**src/rtl/mem_stage_if.sv**
```systemverilog
// ============================================================================
//  Module      : mem_stage_if
//  Description : Byte-serial memory-controller handshake between the MEM
//                pipeline stage (master) and the memory controller (slave).
//  Revision    : 1.0  initial release
// ----------------------------------------------------------------------------
//  Signals
//    mcReq_out    master->slave  1           byte request
//    mcWe_out     master->slave  1           1 = write byte, 0 = read byte
//    mcAddr_out   master->slave  ADDR_WIDTH  byte address
//    mcWdata_out  master->slave  8           write byte
//    mcAck_in     slave->master  1           current byte completes this cycle
//    mcRdata_in   slave->master  8           read byte, valid with mcAck_in
// ============================================================================
`default_nettype none

interface mem_stage_if #(
    parameter int ADDR_WIDTH = 32
);
    logic                  mcReq_out;
    logic                  mcWe_out;
    logic [ADDR_WIDTH-1:0] mcAddr_out;
    logic [7:0]            mcWdata_out;
    logic                  mcAck_in;
    logic [7:0]            mcRdata_in;

    modport master (
        output mcReq_out,
        output mcWe_out,
        output mcAddr_out,
        output mcWdata_out,
        input  mcAck_in,
        input  mcRdata_in
    );

    modport slave (
        input  mcReq_out,
        input  mcWe_out,
        input  mcAddr_out,
        input  mcWdata_out,
        output mcAck_in,
        output mcRdata_in
    );
endinterface

`default_nettype wire

```
**src/rtl/mem_stage.sv**
```systemverilog
// ============================================================================
//  Module      : mem_stage
//  Description : MEM pipeline stage. Loads/stores of 1, 2 or 4 bytes run one
//                byte at a time over the memory-controller handshake while
//                stall_out holds the upstream pipeline. Load results are sign-
//                or zero-extended. Non-memory ops pass through combinationally.
//  Revision    : 1.0  initial release
// ----------------------------------------------------------------------------
//  Ports
//    clk_in       in   1           clock, rising edge
//    rst_in       in   1           asynchronous active-low reset
//    instIdx_in   in   INST_WIDTH  instruction index from EX_MEM
//    memAddr_in   in   ADDR_WIDTH  effective address
//    valStore_in  in   DATA_WIDTH  store data
//    rdE_in       in   1           rd write enable
//    rdIdx_in     in   5           rd index
//    rdData_in    in   DATA_WIDTH  ALU result for non-memory ops
//    rdE_out      out  1           to MEM_WB: rd write enable
//    rdIdx_out    out  5           to MEM_WB: rd index
//    rdData_out   out  DATA_WIDTH  to MEM_WB: rd data
//    stall_out    out  1           hold upstream, bubble MEM_WB
//    mc           master modport   memory-controller byte handshake
// ============================================================================
`default_nettype none

module mem_stage #(
    parameter int                    ADDR_WIDTH = 32,
    parameter int                    DATA_WIDTH = 32,
    parameter int                    INST_WIDTH = 4,
    parameter logic [INST_WIDTH-1:0] ID_LB      = 4'd0,
    parameter logic [INST_WIDTH-1:0] ID_LH      = 4'd1,
    parameter logic [INST_WIDTH-1:0] ID_LW      = 4'd2,
    parameter logic [INST_WIDTH-1:0] ID_LBU     = 4'd3,
    parameter logic [INST_WIDTH-1:0] ID_LHU     = 4'd4,
    parameter logic [INST_WIDTH-1:0] ID_SB      = 4'd5,
    parameter logic [INST_WIDTH-1:0] ID_SH      = 4'd6,
    parameter logic [INST_WIDTH-1:0] ID_SW      = 4'd7
) (
    input  wire logic                  clk_in,
    input  wire logic                  rst_in,
    input  wire logic [INST_WIDTH-1:0] instIdx_in,
    input  wire logic [ADDR_WIDTH-1:0] memAddr_in,
    input  wire logic [DATA_WIDTH-1:0] valStore_in,
    input  wire logic                  rdE_in,
    input  wire logic [4:0]            rdIdx_in,
    input  wire logic [DATA_WIDTH-1:0] rdData_in,
    output logic                       rdE_out,
    output logic [4:0]                 rdIdx_out,
    output logic [DATA_WIDTH-1:0]      rdData_out,
    output logic                       stall_out,
    mem_stage_if.master                mc
);

    typedef enum logic [1:0] {
        S_IDLE   = 2'd0,
        S_ACCESS = 2'd1,
        S_DONE   = 2'd2
    } state_t;

    state_t                state_q;
    logic [1:0]            k_q;      // byte index within the access
    logic [DATA_WIDTH-1:0] buf_q;    // assembled load bytes

    logic                  w_is_load;
    logic                  w_is_store;
    logic                  w_is_signed;
    logic [1:0]            w_len_m1; // access length minus one
    logic                  w_is_mem;
    logic [DATA_WIDTH-1:0] w_ld_data;

    // ------------------------------------------------------------------
    // Instruction decode
    // ------------------------------------------------------------------
    always_comb begin
        w_is_load   = 1'b0;
        w_is_store  = 1'b0;
        w_is_signed = 1'b0;
        w_len_m1    = 2'd0;
        case (instIdx_in)
            ID_LB:  begin w_is_load  = 1'b1; w_is_signed = 1'b1; w_len_m1 = 2'd0; end
            ID_LH:  begin w_is_load  = 1'b1; w_is_signed = 1'b1; w_len_m1 = 2'd1; end
            ID_LW:  begin w_is_load  = 1'b1;                     w_len_m1 = 2'd3; end
            ID_LBU: begin w_is_load  = 1'b1;                     w_len_m1 = 2'd0; end
            ID_LHU: begin w_is_load  = 1'b1;                     w_len_m1 = 2'd1; end
            ID_SB:  begin w_is_store = 1'b1;                     w_len_m1 = 2'd0; end
            ID_SH:  begin w_is_store = 1'b1;                     w_len_m1 = 2'd1; end
            ID_SW:  begin w_is_store = 1'b1;                     w_len_m1 = 2'd3; end
            default: ;
        endcase
    end

    assign w_is_mem = w_is_load | w_is_store;

    // Upper buffer bytes may hold stale data from an earlier, longer load,
    // so the extension is built from the access length, never the raw buffer.
    always_comb begin
        case (w_len_m1)
            2'd0:    w_ld_data = {{(DATA_WIDTH-8){w_is_signed & buf_q[7]}}, buf_q[7:0]};
            2'd1:    w_ld_data = {{(DATA_WIDTH-16){w_is_signed & buf_q[15]}}, buf_q[15:0]};
            default: w_ld_data = buf_q;
        endcase
    end

    // ------------------------------------------------------------------
    // Access sequencer
    // ------------------------------------------------------------------
    always_ff @(posedge clk_in or negedge rst_in) begin
        if (!rst_in) begin
            state_q <= S_IDLE;
            k_q     <= 2'd0;
            buf_q   <= '0;
        end else begin
            case (state_q)
                S_IDLE: begin
                    k_q <= 2'd0;
                    if (w_is_mem) begin
                        state_q <= S_ACCESS;
                    end
                end
                S_ACCESS: begin
                    if (mc.mcAck_in) begin
                        if (w_is_load) begin
                            buf_q[{k_q, 3'b000} +: 8] <= mc.mcRdata_in;
                        end
                        k_q <= k_q + 2'd1;
                        if (k_q == w_len_m1) begin
                            state_q <= S_DONE;
                        end
                    end
                end
                S_DONE: begin
                    k_q     <= 2'd0;
                    state_q <= S_IDLE;
                end
                default: begin
                    k_q     <= 2'd0;
                    state_q <= S_IDLE;
                end
            endcase
        end
    end

    // ------------------------------------------------------------------
    // Outputs: all forced low while reset is asserted, pass-through included
    // ------------------------------------------------------------------
    always_comb begin
        rdE_out        = 1'b0;
        rdIdx_out      = 5'd0;
        rdData_out     = '0;
        stall_out      = 1'b0;
        mc.mcReq_out   = 1'b0;
        mc.mcWe_out    = 1'b0;
        mc.mcAddr_out  = '0;
        mc.mcWdata_out = 8'd0;
        if (rst_in) begin
            case (state_q)
                S_IDLE: begin
                    if (w_is_mem) begin
                        stall_out = 1'b1;
                    end else begin
                        rdE_out    = rdE_in;
                        rdIdx_out  = rdIdx_in;
                        rdData_out = rdData_in;
                    end
                end
                S_ACCESS: begin
                    stall_out      = 1'b1;
                    mc.mcReq_out   = 1'b1;
                    mc.mcWe_out    = w_is_store;
                    // Misaligned accesses wrap past the top of the address space.
                    mc.mcAddr_out  = memAddr_in + {{(ADDR_WIDTH-2){1'b0}}, k_q};
                    mc.mcWdata_out = valStore_in[{k_q, 3'b000} +: 8];
                end
                S_DONE: begin
                    rdIdx_out = rdIdx_in;
                    if (w_is_load) begin
                        rdE_out    = rdE_in;
                        rdData_out = w_ld_data;
                    end
                end
                default: ;
            endcase
        end
    end

endmodule

`default_nettype wire

```
**src/flat_wrapper.sv**
```systemverilog
// flat-port wrapper written by rule: the top's interface ports become plain ports
module mem_stage_flat 
#(
    parameter int                    ADDR_WIDTH = 32,
    parameter int                    DATA_WIDTH = 32,
    parameter int                    INST_WIDTH = 4,
    parameter logic [INST_WIDTH-1:0] ID_LB      = 4'd0,
    parameter logic [INST_WIDTH-1:0] ID_LH      = 4'd1,
    parameter logic [INST_WIDTH-1:0] ID_LW      = 4'd2,
    parameter logic [INST_WIDTH-1:0] ID_LBU     = 4'd3,
    parameter logic [INST_WIDTH-1:0] ID_LHU     = 4'd4,
    parameter logic [INST_WIDTH-1:0] ID_SB      = 4'd5,
    parameter logic [INST_WIDTH-1:0] ID_SH      = 4'd6,
    parameter logic [INST_WIDTH-1:0] ID_SW      = 4'd7
)
  (clk_in, rst_in, instIdx_in, memAddr_in, valStore_in, rdE_in, rdIdx_in, rdData_in, rdE_out, rdIdx_out, rdData_out, stall_out, mc_mcReq_out, mc_mcWe_out, mc_mcAddr_out, mc_mcWdata_out, mc_mcAck_in, mc_mcRdata_in);
  mem_stage_if #(.ADDR_WIDTH(ADDR_WIDTH)) mc_i ();
  input  wire logic clk_in;
  input  wire logic rst_in;
  input  wire logic [INST_WIDTH-1:0] instIdx_in;
  input  wire logic [ADDR_WIDTH-1:0] memAddr_in;
  input  wire logic [DATA_WIDTH-1:0] valStore_in;
  input  wire logic rdE_in;
  input  wire logic [4:0] rdIdx_in;
  input  wire logic [DATA_WIDTH-1:0] rdData_in;
  output logic rdE_out;
  output logic [4:0] rdIdx_out;
  output logic [DATA_WIDTH-1:0] rdData_out;
  output logic stall_out;
  output wire logic [$bits(mc_i.mcReq_out)-1:0] mc_mcReq_out;
  output wire logic [$bits(mc_i.mcWe_out)-1:0] mc_mcWe_out;
  output wire logic [$bits(mc_i.mcAddr_out)-1:0] mc_mcAddr_out;
  output wire logic [$bits(mc_i.mcWdata_out)-1:0] mc_mcWdata_out;
  input wire logic [$bits(mc_i.mcAck_in)-1:0] mc_mcAck_in;
  input wire logic [$bits(mc_i.mcRdata_in)-1:0] mc_mcRdata_in;
  assign mc_mcReq_out = mc_i.mcReq_out;
  assign mc_mcWe_out = mc_i.mcWe_out;
  assign mc_mcAddr_out = mc_i.mcAddr_out;
  assign mc_mcWdata_out = mc_i.mcWdata_out;
  assign mc_i.mcAck_in = mc_mcAck_in;
  assign mc_i.mcRdata_in = mc_mcRdata_in;
  mem_stage #(.ADDR_WIDTH(ADDR_WIDTH), .DATA_WIDTH(DATA_WIDTH), .INST_WIDTH(INST_WIDTH), .ID_LB(ID_LB), .ID_LH(ID_LH), .ID_LW(ID_LW), .ID_LBU(ID_LBU), .ID_LHU(ID_LHU), .ID_SB(ID_SB), .ID_SH(ID_SH), .ID_SW(ID_SW)) u_core (.clk_in(clk_in), .rst_in(rst_in), .instIdx_in(instIdx_in), .memAddr_in(memAddr_in), .valStore_in(valStore_in), .rdE_in(rdE_in), .rdIdx_in(rdIdx_in), .rdData_in(rdData_in), .rdE_out(rdE_out), .rdIdx_out(rdIdx_out), .rdData_out(rdData_out), .stall_out(stall_out), .mc(mc_i));
endmodule
```
**config.mk**
```make
export PLATFORM = sky130hd
export DESIGN_NAME = mem_stage_flat
export DESIGN_NICKNAME = d
export VERILOG_FILES = /design/src/rtl/mem_stage_if.sv /design/src/rtl/mem_stage.sv /design/src/flat_wrapper.sv
export SDC_FILE = /design/constraint.sdc
export NUM_CORES = 1
export LEC_CHECK = 0
export ABC_AREA = 1
export CAP_MARGIN = 40
export CORE_MARGIN = 2
export CORE_UTILIZATION = 40
export DETAILED_ROUTE_END_ITERATION = 7
export DONT_BUFFER_PORTS = 1
export SLEW_MARGIN = 20
export SYNTH_ARGS = -nofsm -noshare
export SYNTH_HDL_FRONTEND = slang
export SYNTH_SLANG_ARGS = --single-unit
```
**constraint.sdc**
```tcl
create_clock -name clk_in -period 3.2 [get_ports clk_in]
set_input_delay 0.64 -clock clk_in [delete_from_list [all_inputs] [get_ports clk_in]]
set_output_delay 0.64 -clock clk_in [all_outputs]
set_load 0.05 [all_outputs]
```
# --- Word level (Yosys, flattened, before mapping) ---
# Cells that the tools add are included.
totals:
  out_inout_bits: 81
  romBits: 0
  latch_bits: 0
  word_cells: 70
  reg_bits: 36
  n_memories: 0
  input_bits: 117
  ram_bits: 0
op_classes:
  n_mux: 34
  magnitude_cmp: 0
  shifts: 3
  n_bitwise: 3
  n_div: 0
  n_reduce_logical: 10
  n_mul: 0
  add_sub_neg: 3
  eq_ne: 14
ops:
  columns: ["cell", "n"]
  rows:
  - ["$mux 32", 5]
  - ["$pmux 32 s2", 2]
  - ["$add 32x2->32", 1]
  - ["$bwmux 32", 1]
  - ["$shift 8x7->32 const A", 1]
  - ["$shiftx 32x6->8", 1]
  - ["$shiftx 8x7->32", 1]
  - ["$eq 4x3->1 const B", 4]
  - ["$mux 8", 2]
  - ["$mux 1", 12]
  - ["$mux 2", 5]
  - ["$mux 5", 2]
  - ["$pmux 5 s2", 1]
  - ["$eq 4x2->1 const B", 2]
  - ["$pmux 2 s2", 2]
  - ["$neg 5->7", 1]
  - ["$reduce_and 3->1", 2]
  - ["$reduce_or 3->1", 2]
  - ["$reduce_or 5->1", 1]
  - ["$eq 2x1->1 const B", 2]
  - ["$eq 4x1->1 const B", 1]
  - ["$logic_not 2->1", 2]
  - ["$logic_not 4->1", 1]
  - ["$ne 2x1->1 const B", 2]
  - ["other kinds (8)", 11]

# --- Longest topological paths before layout ---
# Gate-level depths: netlist of run 1.
depth:
  word_depth: 8
  mapped_depth: 11
  mapped_depth_nobuf: 11

# --- Worst setup path before layout of run 1 ---
# Ideal clock, no wire load.
synth_path:
  path_type: "input -> output"
  startpoint: "input port memAddr_in[0]"
  endpoint: "output port mc_mcAddr_out[16]"
  path_buffers: 0
  path_stages: 9
  arrival_ns: 2.511
  slack_ns: 0.049
  required_time_ns: 2.560
  cell_sequence: "ha_1 > fa_1 > nand2_1 > nor2_1 > nand3_1 > inv_1 > nand3b_1 > o21ai_0 > a21oi_1"
synth_between:
  elab_chain_len: 3
synth_rtl:
  columns: ["element", "line_no", "source"]
  rows:
  - ["start: declaration", "flat_wrapper.sv:21", "input wire logic [ADDR_WIDTH-1:0] memAddr_in;"]
  - ["$add 32x2->32", "mem_stage.sv:171", "mc.mcAddr_out = memAddr_in + {{(ADDR_WIDTH-2){1'b0}}, k_q};"]
  - ["$mux 32", "mem_stage.sv:156", "case (state_q)"]
  - ["$mux 32", "mem_stage.sv:155", "if (rst_in) begin"]
  - ["end: declaration", "flat_wrapper.sv:32", "output wire logic [$bits(mc_i.mcAddr_out)-1:0] mc_mcAddr_out;"]
# Every way passes these cells.

# --- Worst setup path after layout of run 1 ---
layout_path:
  startpoint: "register u_core.k_q[0]"
  endpoint: "output port mc_mcAddr_out[22]"
layout_between:
  elab_chain_len: 3
layout_rtl:
  columns: ["element", "line_no", "source"]
  rows:
  - ["start: declaration", "mem_stage.sv:61", "logic [1:0] k_q;"]
  - ["start signal: assignment", "mem_stage.sv:125", "k_q <= k_q + 2'd1;"]
  - ["$add 32x2->32", "mem_stage.sv:171", null]
  - ["$mux 32", "mem_stage.sv:156", null]
  - ["$mux 32", "mem_stage.sv:155", null]
# Every way passes these cells.

==> results of run 1 <==
==> metal layers <==
metal / track usage [%] / vias up / routed length (µm)
met5: 0 / - / 0
li1: - / 2346 / -
met2: 41.2 / 188 / 6160
met4: 7.08 / 0 / 360
met3: 4.68 / 29 / 957
met1: 28.3 / 2035 / 5270
==> flip-flops by register name, indices dropped and copies added, names as in the netlist <==
name	count
u_core.buf_q	32
u_core.k_q	2
u_core.state_q	2
==> power by group <==
group	internal [mW]	switching, mW	total [mW]	leakage [nW]
logic	0.582	1.56	2.15	1.84
registers	0.630	0.0800	0.710	0.426
clock network	0.231	0.169	0.400	0.0541
==> stage by stage <==
stage / utilization (%) / std cells / total power, mW
after floorplan: - / 688 / 2.31
after global placement: 47.7 / 880 / 2.83
after detailed placement: 47.7 / 880 / 2.86
after CTS: 48.8 / 888 / 3.26
after global routing: 49.0 / 888 / 3.51
final: 49.0 / 888 / 3.26
==> synth_stat cells, types with 3 or more instances <==
master / n
nand3_1: 33
buf_6: 3
clkbuf_1: 14
nand2_2: 9
nand4_1: 17
buf_2: 6
o21ai_0: 59
nor2_1: 117
ha_1: 7
nor3_1: 10
nand2_1: 188
a21oi_1: 79
nor2_2: 7
dfrtp_1: 36
clkinv_1: 4
inv_1: 75
==> area by class of cell <==
cell class	count	area, µm²
Fill cell	1047	4900
Multi-Input combinational cell	543	2550
Sequential cell	36	901
Timing Repair Buffer	87	666
Inverter	81	304
Tap cell	133	166
Clock buffer	5	68.8
Clock inverter	3	42.5
==> worst reg2reg max path, delay by kind of cell (launching register included) <==
kind	cells	cell delay, ps
buffers and inverters	3	940
AO/OA/AOI/OAI	1	100
AND/OR/NAND/NOR	2	640
adder cells (fa/ha/maj)	1	530
flip-flops	1	390
==> cells by family after synthesis <==
kind of cell,count (synthesis)
adders and majority gates,8
and+or+nand+nor,390
AOI/OAI and AO/OA,145
buffers and inverters,109
DFF,36
==> layout by cell type, fill, tap and decap left out, drive strengths merged <==
master / Yosys / routed
nor2: 126 / 126
nor3: 12 / 12
a21boi: 1 / 1
buf: 11 / 87
nand4: 18 / 18
a21oi: 80 / 80
clkinv: 4 / 5
a31oi: 2 / 2
o22ai: 1 / 1
nor4: 2 / 2
nand2: 197 / 197
bufinv: 0 / 1
fa: 1 / 1
inv: 77 / 77
ha: 7 / 7
clkbuf: 15 / 5
o21ai: 59 / 59
o21a: 1 / 1
o211a: 1 / 1
nand3b: 2 / 2
dfrtp: 36 / 36
nand3: 33 / 33
clkinvlp: 0 / 1
==> final timing paths <==
path                             startpoint           endpoint  slack [ps]
setup / recovery              u_core.k_q[0]  mc_mcAddr_out[22]         200
hold / removal                       rst_in   u_core.buf_q[10]          40
setup reg to reg              u_core.k_q[0]   u_core.buf_q[20]         530
hold reg to reg            u_core.buf_q[13]   u_core.buf_q[13]         510
max in group asynchronous            rst_in   u_core.buf_q[30]        3070
min in group clk_in        mc_mcRdata_in[4]    u_core.buf_q[4]         490
==> results.yml, run 1 <==
timing:
  min_period_ps: 3000
  final-hold-violation-count: 0
  tightest_slew_ps: 578
  slew_viol_final: 0
  hold_slack_ps: 38.8
  setup-violations-final: 0
  rsz0062_at_grt: "no"
  finalWorstSetupSlack_ps: 200
  timing.setup.tns_ps: 0
  maxSlewHeadroom_pct: 61.1
  fin_skew_ps: 2.89
  fmax_ghz: 0.333
  fin_crit_sh_pct: 93.8
critical_path:
  slowest_delay_ps: 390
  crit_path_start_kind: "register"
  crit_fanout: 4
  worst-r2r-cell-count: 7
  path_cells: "ha_1 -> fa_1 -> nand2_1 -> nor2_1 -> nand3_2 -> nor2_4 -> nand2_2 -> a21oi_1 -> o21a_1 -> buf_12"
  worst_ep_required_time_ps: 2560
  cp.depth: 10
  cp.arrival_ps: 2360
  critPathTopFamily: "simple AND/OR/NAND/NOR gates"
  end_kind: "primary output"
  critPathSlowestCell: "dfrtp_1"
  critical_path_class: "register to primary output"
  critPathBufInv: 1
clocking:
  clock_path_buffers: 2
  clk_pin_slew_ps: 80
  cts_buffers: 5
  cts_num_sinks: 36
  ctsHoldBuffers: 0
  cts_setup_buffers: 0
  cts_tree: "yes"
  post_cts_resized: 0
  htreeDepth: 2
  clk_latency_ps: 290
  clockRootBuffer: "clkbuf_8"
detailed_routing:
  drtPass1Iterations: 5
  drc: 0
  wl_per_cell_um: 14.4
  dr_total_vias: 4598
  dr.first_iter.drc_count: 156
  routed_wl_mm: 12.8
  vias_per_cell: 5.18
  postRouteAntennaNets: 0
placed_design:
  dpl_cell_area_um2: 4570
  place_hpwl_mm: 10.3
  gp_congestion: 0.915
  dp_slack_ps: 193
  io_buffers: 0
final_layout:
  nets: 879
  antennaDiodeCount: 0
  drive_above_1_share_pct: 16.4
  design_area_um2: 4700
  area_growth_syn_to_layout_pct: 20.6
yosys:
  netlist.area_leader.share_pct: 23.1
  synth-edff-count: 0
  synth_compound_area_share_pct: 19.2
  synth_mux_area_share_pct: 0
  synth-seq-cells: 36
  syn-instance-count: 688
  synth_xor_area_share_pct: 0
  yosysUniqueCellTypes: 33
  synth-simple-area-share_pct: 43.0
  ys.flop_type: "dfrtp_1"
  seq_area_frac_synth_pct: 23.1
  netlist_area_um2: 3890
  ys_warn_count: 0
  post_synth.cell_area_avg_um2: 5.66
  synthAdderAreaFrac_pct: 2.76
  syn_nets: 813
  yosys.area.top_type: "dfrtp_1"
  ys_top_cells_by_area: "dfrtp_1, nand2_1, nor2_1"
  async_flop_share_pct: 100
  synth_top_family_by_area: "simple AND/OR/NAND/NOR gates"
min_path:
  min-delay-path-class: "input port to asynchronous set/reset pin"
global_routing:
  grt_pass1_wl_mm: 19.5
  track_usage_pct: 23.2
  antenna_found_initial: 0
  grt_max_degree: 47
  grt-ovfl-total: 0
  first_global_vias: 4158
outcome:
  outcome: "complete, no violations"
pwr:
  p_leak_nw: 2.32
  powerDensity_nw_per_um2: 693
  vdd_drop_max_mv: 0.384
floorplan:
  die_x_um: 103
  dieArea_um2: 10500
  start_util_pct: 40.6
  core_um2: 9590
  rows: 36
  die_h_um: 103
  io_pins: 198
job:
  maxCapViolCount: 0
Power figures use the tool's default switching activity.
==> inputs of run 2 (changes only) <==
--- a/config.mk
+++ b/config.mk
@@ -7,6 +7,7 @@
 export LEC_CHECK = 0
 export ABC_AREA = 1
 export CAP_MARGIN = 40
+export CORE_ASPECT_RATIO = 0.5
 export CORE_MARGIN = 2
 export CORE_UTILIZATION = 40
 export DETAILED_ROUTE_END_ITERATION = 7
==> run 2 against run 1 <==
Net effect: critical path type unchanged; largest cell class unchanged; combinational power about the same; global-route usage decreased by 1.5 points; clock-buffer cell count increased by 1; final cell count increased by 0.56%; sequential share of layout area decreased by 0.27 points.
==> results.yml, run 2 (synthesized netlist as in run 1, its figures left out) <==
clocking:
  clk_latency_ps: 280
  cts_buffers: 5
  clock_path_buffers: 2
  post_cts_resized: 0
  ctsHoldBuffers: 0
  cts_num_sinks: 36
  clockRootBuffer: "clkbuf_16"
  cts_tree: "yes"
  clk_pin_slew_ps: 60
  cts_setup_buffers: 0
  htreeDepth: 2
critical_path:
  r2r_slack_ps: 720
  crit_path_start_kind: "register"
  critical_path_class: "register to primary output"
  crit_fanout: 4
  cp.arrival_ps: 2370
  worst_ep_required_time_ps: 2560
  end_kind: "primary output"
placed_design:
  place_hpwl_mm: 9.45
  dp.cells: 885
  dp_slack_ps: 221
  gp_congestion: 0.957
  io_buffers: 0
job:
  maxCapViolCount: 0
detailed_routing:
  drtPass1Iterations: 5
  drc: 0
  dr.first_iter.drc_count: 252
  vias_per_cell: 5.10
  routed_wl_mm: 12.1
  postRouteAntennaNets: 0
  wl_per_cell_um: 13.6
  dr_total_vias: 4550
timing:
  finalWorstSetupSlack_ps: 192
  fin_skew_ps: 3.94
  fin_crit_sh_pct: 94.0
  hold_slack_ps: 47.4
  rsz0062_at_grt: "no"
  final-hold-violation-count: 0
  setup-violations-final: 0
  min_period_ps: 3010
  timing.setup.tns_ps: 0
  slew_viol_final: 0
  maxSlewHeadroom_pct: 62.4
  fmax_ghz: 0.332
  tightest_slew_ps: 562
final_layout:
  seqCellArea_um2: 901
  layout_commonest_cell: "nand2_1"
  nFillCells: 1044
  nets: 882
  multiInputGateArea_um2: 2540
  antennaDiodeCount: 0
  stdcell_count: 893
  final_cell_mix: "nand2_1, nor2_1, buf_4, a21oi_1, inv_1"
  drive_above_1_share_pct: 16.5
  largest-register: "u_core.buf_q"
  largest_reg_flops: 32
  area_growth_syn_to_layout_pct: 22.4
  top_regs: "u_core.buf_q x32, u_core.k_q x2, u_core.state_q x2"
global_routing:
  grt_max_degree: 47
  antenna_found_initial: 0
  track_usage_pct: 21.7
  grt_pass1_wl_mm: 18.5
  grt-ovfl-total: 0
  first_global_vias: 3912
floorplan:
  start_util_pct: 41.2
  rows: 25
  die_x_um: 144
  dieArea_um2: 10600
  core_um2: 9450
  die_h_um: 73.8
  io_pins: 198
min_path:
  min-delay-path-class: "input port to asynchronous set/reset pin"
pwr:
  power_frac_clock_pct: 16.3
  p_sw_mw: 1.85
  switching_share_pct: 53.8
  p_int_mw: 1.59
  p_leak_nw: 2.36
  vdd_drop_max_mv: 0.384
  power_frac_seq_pct: 20.9
  powerDensity_nw_per_um2: 721
  p_comb_share_pct: 62.8
outcome:
  outcome: "complete, no violations"
## run 2: metal layers
layer | share of wire, % | vias up | track usage [%] | wire, µm
li1 | - | 2346 | - | -
met5 | 0 | - | 0 | 0
met4 | 1.4 | 0 | 5.23 | 172
met1 | 44 | 2013 | 28.0 | 5360
met2 | 45 | 176 | 37.0 | 5430
met3 | 9.4 | 15 | 5.28 | 1140
## run 2: final timing paths
kind / start / to / cells after the start
max: u_core.k_q[0] / mc_mcAddr_out[22] / 10
min: rst_in / u_core.buf_q[11] / 0
max reg2reg: u_core.k_q[0] / u_core.buf_q[22] / 7
min reg2reg: u_core.buf_q[8] / u_core.buf_q[8] / 2
max in group asynchronous: rst_in / u_core.buf_q[29] / 0
min in group clk_in: mc_mcRdata_in[7] / u_core.buf_q[7] / 2
## run 2: worst max-delay path, cell delays in order (launching register included)
cell     delay (ps)
dfrtp_1         390
ha_1            200
fa_1            240
nand2_1          90
nor2_2          180
nand3_1         190
nor2_2          230
nand2_2          90
a21oi_1         140
o21a_1          190
buf_12          140
## run 2: power by group through the flow
stage	clock network, mW	logic [mW]	registers, mW
floorplan	0	1.61	0.703
global route	0.578	2.37	0.742
global placement	0	2.13	0.720
detailed placement	0	2.14	0.724
CTS	0.564	2.15	0.718
finish	0.559	2.16	0.718
## run 2: layout make-up
type,count,share of cell area (%)
multi-input cells,543,53.3
flip-flops and latches,36,18.9
repair buffers,90,14.4
inverters,81,6.38
well taps,135,3.54
clock buffers,6,2.70
clock inverters,2,0.735
## run 2: stage by stage
stage,instance area [µm²],power (mW),util (%)
4_1_cts,4760,3.43,50.4
2_1_floorplan,3890,2.31,-
6_report,4770,3.44,50.5
5_1_grt,4770,3.69,50.5
3_3_place_gp,4600,2.85,48.7
3_5_place_dp,4600,2.87,48.7
==> inputs of run 3 (changes only) <==
--- a/config.mk
+++ b/config.mk
@@ -6,7 +6,7 @@
 export NUM_CORES = 1
 export LEC_CHECK = 0
 export ABC_AREA = 1
-export CAP_MARGIN = 40
+export CAP_MARGIN = 20
 export CORE_ASPECT_RATIO = 0.5
 export CORE_MARGIN = 2
 export CORE_UTILIZATION = 40
==> results of run 3 <==
No change in the layout: final DEF, timing and power equal those of run 2.
